===== config.mk =====
export PLATFORM = sky130hd
export DESIGN_NAME = fetch_stage_ctrl
export DESIGN_NICKNAME = d
export VERILOG_FILES = /design/src/rtl/mips_pkg.sv /design/src/rtl/fetch_stage_ctrl_sat_counter.sv /design/src/rtl/fetch_stage_ctrl.sv
export SDC_FILE = /design/constraint.sdc
export NUM_CORES = 1
export LEC_CHECK = 0
export BUFFER_PORTS_ARGS = -buffer_cell sky130_fd_sc_hd__buf_2
export CORE_ASPECT_RATIO = 1.2
export CORE_UTILIZATION = 53
export DETAILED_ROUTE_END_ITERATION = 10
export GPL_ROUTABILITY_DRIVEN = 0
export PLACE_DENSITY = 0.89
export SLEW_MARGIN = 20
export SYNTH_ARGS = -nofsm -noshare
export SYNTH_HDL_FRONTEND = slang
export SYNTH_SLANG_ARGS = --single-unit

===== constraint.sdc =====
create_clock -name clk -period 3.7 [get_ports clk]
set_input_delay 0.37 -clock clk [delete_from_list [all_inputs] [get_ports clk]]
set_output_delay 0.37 -clock clk [all_outputs]
set_load 0.02 [all_outputs]

===== src/rtl/mips_pkg.sv =====
// Shared constants for the MIPS pipeline: reset values and opcode encodings.
package mips_pkg;
  localparam logic [31:0] NOP_INSTR_DEFAULT = 32'h0000_0000;
  localparam logic [31:0] RESET_PC_DEFAULT  = 32'h0000_0000;
  localparam int          CNT_W_DEFAULT     = 16;

  localparam logic [5:0] OP_ORI  = 6'b001101;
  localparam logic [5:0] OP_LW   = 6'b100011;
  localparam logic [5:0] OP_ADDI = 6'b001000;
endpackage


===== src/rtl/fetch_stage_ctrl_sat_counter.sv =====
// Saturating up-counter with synchronous clear; stops at all-ones and never wraps.
module sat_counter #(
  parameter int W = 16
) (
  input  logic         clk,
  input  logic         clr,
  input  logic         inc,
  output logic [W-1:0] cnt
);
  logic [W-1:0] cnt_q;
  logic [W-1:0] cnt_d;

  // next count: clear wins, then increment unless already saturated
  always_comb begin
    cnt_d = cnt_q;
    if (clr) begin
      cnt_d = {W{1'b0}};
    end else if (inc && (cnt_q != {W{1'b1}})) begin
      cnt_d = cnt_q + {{(W-1){1'b0}}, 1'b1};
    end else begin
      cnt_d = cnt_q;
    end
  end

  // count register
  always_ff @(posedge clk) begin
    cnt_q <= cnt_d;
  end

  assign cnt = cnt_q;
endmodule


===== src/rtl/fetch_stage_ctrl.sv =====
// IF stage: PC register, next-PC redirect mux, IF/ID pipeline register and
// stall/flush performance counters.
module fetch_stage_ctrl
  import mips_pkg::*;
#(
  parameter logic [31:0] RESET_PC  = RESET_PC_DEFAULT,
  parameter logic [31:0] NOP_INSTR = NOP_INSTR_DEFAULT,
  parameter int          CNT_W     = CNT_W_DEFAULT
) (
  input  logic             clk,
  input  logic             reset,
  input  logic             PC_WriteEn,
  input  logic             IFID_WriteEn,
  input  logic             IF_flush,
  input  logic             jump,
  input  logic [31:0]      jump_target,
  input  logic             branch_taken,
  input  logic [31:0]      branch_target,
  input  logic             jr,
  input  logic [31:0]      jr_target,
  input  logic [31:0]      imem_instr,
  output logic [31:0]      imem_addr,
  output logic [31:0]      ID_Instr,
  output logic [31:0]      ID_PC4,
  output logic             ID_valid,
  output logic [CNT_W-1:0] stall_cnt,
  output logic [CNT_W-1:0] flush_cnt
);
  logic [31:0] pc_q, pc_d;
  logic [31:0] instr_q, instr_d;
  logic [31:0] pc4_q, pc4_d;
  logic        valid_q, valid_d;
  logic [31:0] pc4_s;
  logic [31:0] next_pc_s;
  logic        stall_inc_s;
  logic        flush_inc_s;

  assign pc4_s = pc_q + 32'd4;

  // redirect mux, priority jr > jump > branch
  always_comb begin
    next_pc_s = pc4_s;
    if (jr) begin
      next_pc_s = jr_target;
    end else if (jump) begin
      next_pc_s = jump_target;
    end else if (branch_taken) begin
      next_pc_s = branch_target;
    end else begin
      next_pc_s = pc4_s;
    end
  end

  // PC and IF/ID next state; a stall freezes the PC and defers any flush
  always_comb begin
    pc_d        = pc_q;
    instr_d     = instr_q;
    pc4_d       = pc4_q;
    valid_d     = valid_q;
    stall_inc_s = 1'b0;
    flush_inc_s = 1'b0;
    if (!PC_WriteEn) begin
      stall_inc_s = 1'b1;
      if (IFID_WriteEn) begin
        instr_d = imem_instr;
        pc4_d   = pc4_s;
        valid_d = 1'b1;
      end else begin
        instr_d = instr_q;
      end
    end else begin
      pc_d = next_pc_s;
      if (IF_flush) begin
        instr_d     = NOP_INSTR;
        pc4_d       = pc4_s;
        valid_d     = 1'b0;
        flush_inc_s = 1'b1;
      end else if (IFID_WriteEn) begin
        instr_d = imem_instr;
        pc4_d   = pc4_s;
        valid_d = 1'b1;
      end else begin
        instr_d = instr_q;
      end
    end
  end

  // pipeline registers
  always_ff @(posedge clk) begin
    if (reset) begin
      pc_q    <= RESET_PC;
      instr_q <= NOP_INSTR;
      pc4_q   <= 32'h0000_0000;
      valid_q <= 1'b0;
    end else begin
      pc_q    <= pc_d;
      instr_q <= instr_d;
      pc4_q   <= pc4_d;
      valid_q <= valid_d;
    end
  end

  sat_counter #(.W(CNT_W)) u_stall_cnt (
    .clk (clk),
    .clr (reset),
    .inc (stall_inc_s),
    .cnt (stall_cnt)
  );

  sat_counter #(.W(CNT_W)) u_flush_cnt (
    .clk (clk),
    .clr (reset),
    .inc (flush_inc_s),
    .cnt (flush_cnt)
  );

  assign imem_addr = pc_q;
  assign ID_Instr  = instr_q;
  assign ID_PC4    = pc4_q;
  assign ID_valid  = valid_q;
endmodule


==> results.ini <==
[setup_path]
setup.worst_path.class = reg -> reg
worstPathMaxFanout = 10
max_stage_delay_ns = 0.52
cp.arrival_ns = 2.60
endpoint_kind = flop
startpoint_type = flop
cp_slowest_cell = or4_1
worstPathCellList = ha_1 > nand2_1 > nor4_4 > nand3_2 > or4_1 > nand3_1
required_ns = 4.06

[global_routing]
grt-ovfl-total = 0
grt_util_all_layers_pct = 30.98
grt_start_max_net_pins = 59
antenna_found_initial = 1
grt_pass1_vias = 6152
grt_pass1_wl_um = 30230

[timing]
period_share_pct = 60.69
slew_headroom_pct = 34.62
period_needed_ns = 2.245
report.final.slew_viol_count = 0
worstMarginPinSlew_ns = 0.9732
hold-worst-slack_ns = 0.1953
rsz0062_at_grt = false
tns_ns = 0
setup_viol = 0
hold_viol_final = 0
clock_skew_ns = 0.01039
timing.fmax_ghz = 0.4454

[cts]
cts_root_buf = clkbuf_16
cts_hold_buf = 0
cts_sinks = 129
postCtsResizedCells = 0
cts_max_path_buffers = 2
post_cts_buffers = 0
clk_pin_slew_ns = 0.06
htree_levels = 4
cts_made_buffers = 17
clock_latency_ns = 0.41
tritoncts = built

[route]
firstDrtPassIters = 8
first_iter_violations = 396
drt-wirelength-per-cell_um = 16.43
via_per_inst = 5.702
finalWirelength_um = 19740
drc_errors = 0
ant_nets = 0
vias = 6848

[synth]
synth_flop_cell = dfxtp_1
ys_warn_count = 0
syn-instance-count = 789
netlist_area_um2 = 6512
ys_async_sr_fraction_pct = 0
synth.distinct_cells = 59
syn_nets = 928
syn_avg_cell_area_um2 = 8.254
ys_ff_latch = 129
synth-edff-count = 0
synth-seq-area-share_pct = 39.65

[floorplan]
io_pins = 265
die_w_um = 103.2
die_h_um = 123.4
coreArea_um2 = 12060
die-area_um2 = 12740
row_count = 44
start_util_pct = 54.02

[cells_and_area]
syn2layout_area_growth_pct = 29.99
drive_gt1_share_pct = 30.83
utilization_pct = 70.22
fill_cells = 1023
layout.nets = 1165
final_cell_mix = buf_2 (264), dfxtp_1 (129), nor2_1 (126), nand2_1 (66), mux2i_1 (39)
final_common_cell = buf_2

[power_and_ir_drop]
total_leakage_power_nw = 3.765
ir_drop_mv = 0.3238
p_per_area_nw_per_um2 = 445.1

[outcome]
status = finished, final reports clean

[job]
max_cap_violations = 0

[worst_hold_path]
hp-class = in -> reg

[placed_design]
io_buffers = 264
place_hpwl_um = 14600

[routing by layer]
layer	track usage [%]	vias to the layer above	part of all wire, %
li1	-	3331	-
met1	37.88	3092	40
met2	52.17	371	49
met3	6.614	52	8.3
met4	13.38	2	2.7
met5	0	-	0.066
[kinds of logic (layout without fill, tap and decap cells)]
group                    Yosys count  after routing  synth area share (%)
adder cells (fa/ha/maj)            3              3                0.5764
AO/OA/AOI/OAI                    156            156                 15.89
XOR/XNOR                          52             52                 6.993
AND/OR/NAND/NOR                  347            347                 26.72
other                              0              2                     0
flip-flops                       129            129                 39.65
buffers and inverters             63            312                 4.169
multiplexers                      39             39                 5.994
[cell type report]
class	count	area [um^2]	share of cell area, %
sequential	129	2582	30.51
clock inverter	13	162.7	1.921
tap	161	201.4	2.380
inverter	10	37.54	0.4434
multi-input combinational	597	3664	43.28
clock buffer	18	439.2	5.188
timing repair buffer	271	1374	16.23
antenna	2	5.005	0.05912
[flip-flops by register name, summed over array words and instances (netlist names)]
register,cells
u_flush_cnt.cnt,16
ID_Instr,32
ID_valid,1
imem_addr,32
ID_PC4,32
u_stall_cnt.cnt,16
[stage by stage]
step | instance area, um^2 | total power [mW] | std cells | setup WS, ns
CTS | 8461 | 3.780 | 1199 | 1.478
finish | 8466 | 3.768 | 1201 | 1.455
global placement | 7859 | 2.084 | 1168 | 1.228
detailed placement | 7859 | 2.094 | 1168 | 1.073
global route | 8461 | 3.898 | 1199 | 1.307
floorplan | 6513 | 1.881 | 789 | 1.627
[cell usage after synthesis, types with 3 or more instances]
| master | n | area (um^2) |
|---|---|---|
| a31oi_1 | 5 | 31.28 |
| o21ai_0 | 32 | 160.2 |
| clkbuf_1 | 45 | 168.9 |
| buf_4 | 4 | 30.03 |
| nor3_1 | 27 | 135.1 |
| nand2b_1 | 9 | 56.30 |
| a221o_1 | 3 | 30.03 |
| and3_1 | 9 | 56.30 |
| o211ai_1 | 3 | 22.52 |
| and4_2 | 3 | 30.03 |
| nor2b_1 | 5 | 31.28 |
| a221oi_1 | 11 | 96.34 |
| nor3b_1 | 5 | 37.54 |
| inv_1 | 9 | 33.78 |
| nor4_4 | 3 | 63.81 |
| xnor2_1 | 34 | 297.8 |
| a2bb2oi_1 | 3 | 26.28 |
| a22oi_1 | 16 | 120.1 |
| dfxtp_1 | 129 | 2582 |
| nand4_1 | 21 | 131.4 |
| and2_1 | 3 | 18.77 |
| o22ai_1 | 10 | 62.56 |
| nand3_1 | 36 | 180.2 |
| a211oi_1 | 28 | 210.2 |
| a21oi_1 | 32 | 160.2 |
| or4_1 | 3 | 22.52 |
| nor2_1 | 126 | 473.0 |
| mux2i_1 | 39 | 390.4 |
| or3_1 | 4 | 25.02 |
| nor4_1 | 9 | 56.30 |
| and4_1 | 4 | 35.03 |
| ha_1 | 3 | 37.54 |
| xor2_1 | 18 | 157.7 |
| nand2_1 | 66 | 247.7 |
[critical path, delay by kind of cell (launching register included)]
kind / cells / cell delay, ns
fa+ha+maj: 1 / 0.32
flops: 1 / 0.46
simple gates: 5 / 1.41
[where the power goes]
part / total [mW] / internal (mW) / switching, mW
Clock: 1.69 / 1.07 / 0.622
Sequential: 1.54 / 1.46 / 0.0772
Combinational: 0.535 / 0.210 / 0.325
[final timing paths]
check	slack, ns	cells after the start	end	startpoint
max	1.45	6	imem_addr[18]	imem_addr[2]
min	0.20	3	ID_Instr[12]	imem_instr[12]
max reg2reg	1.45	6	imem_addr[18]	imem_addr[2]
min reg2reg	0.46	2	ID_PC4[1]	ID_PC4[1]
Power figures use the tool's default switching activity.
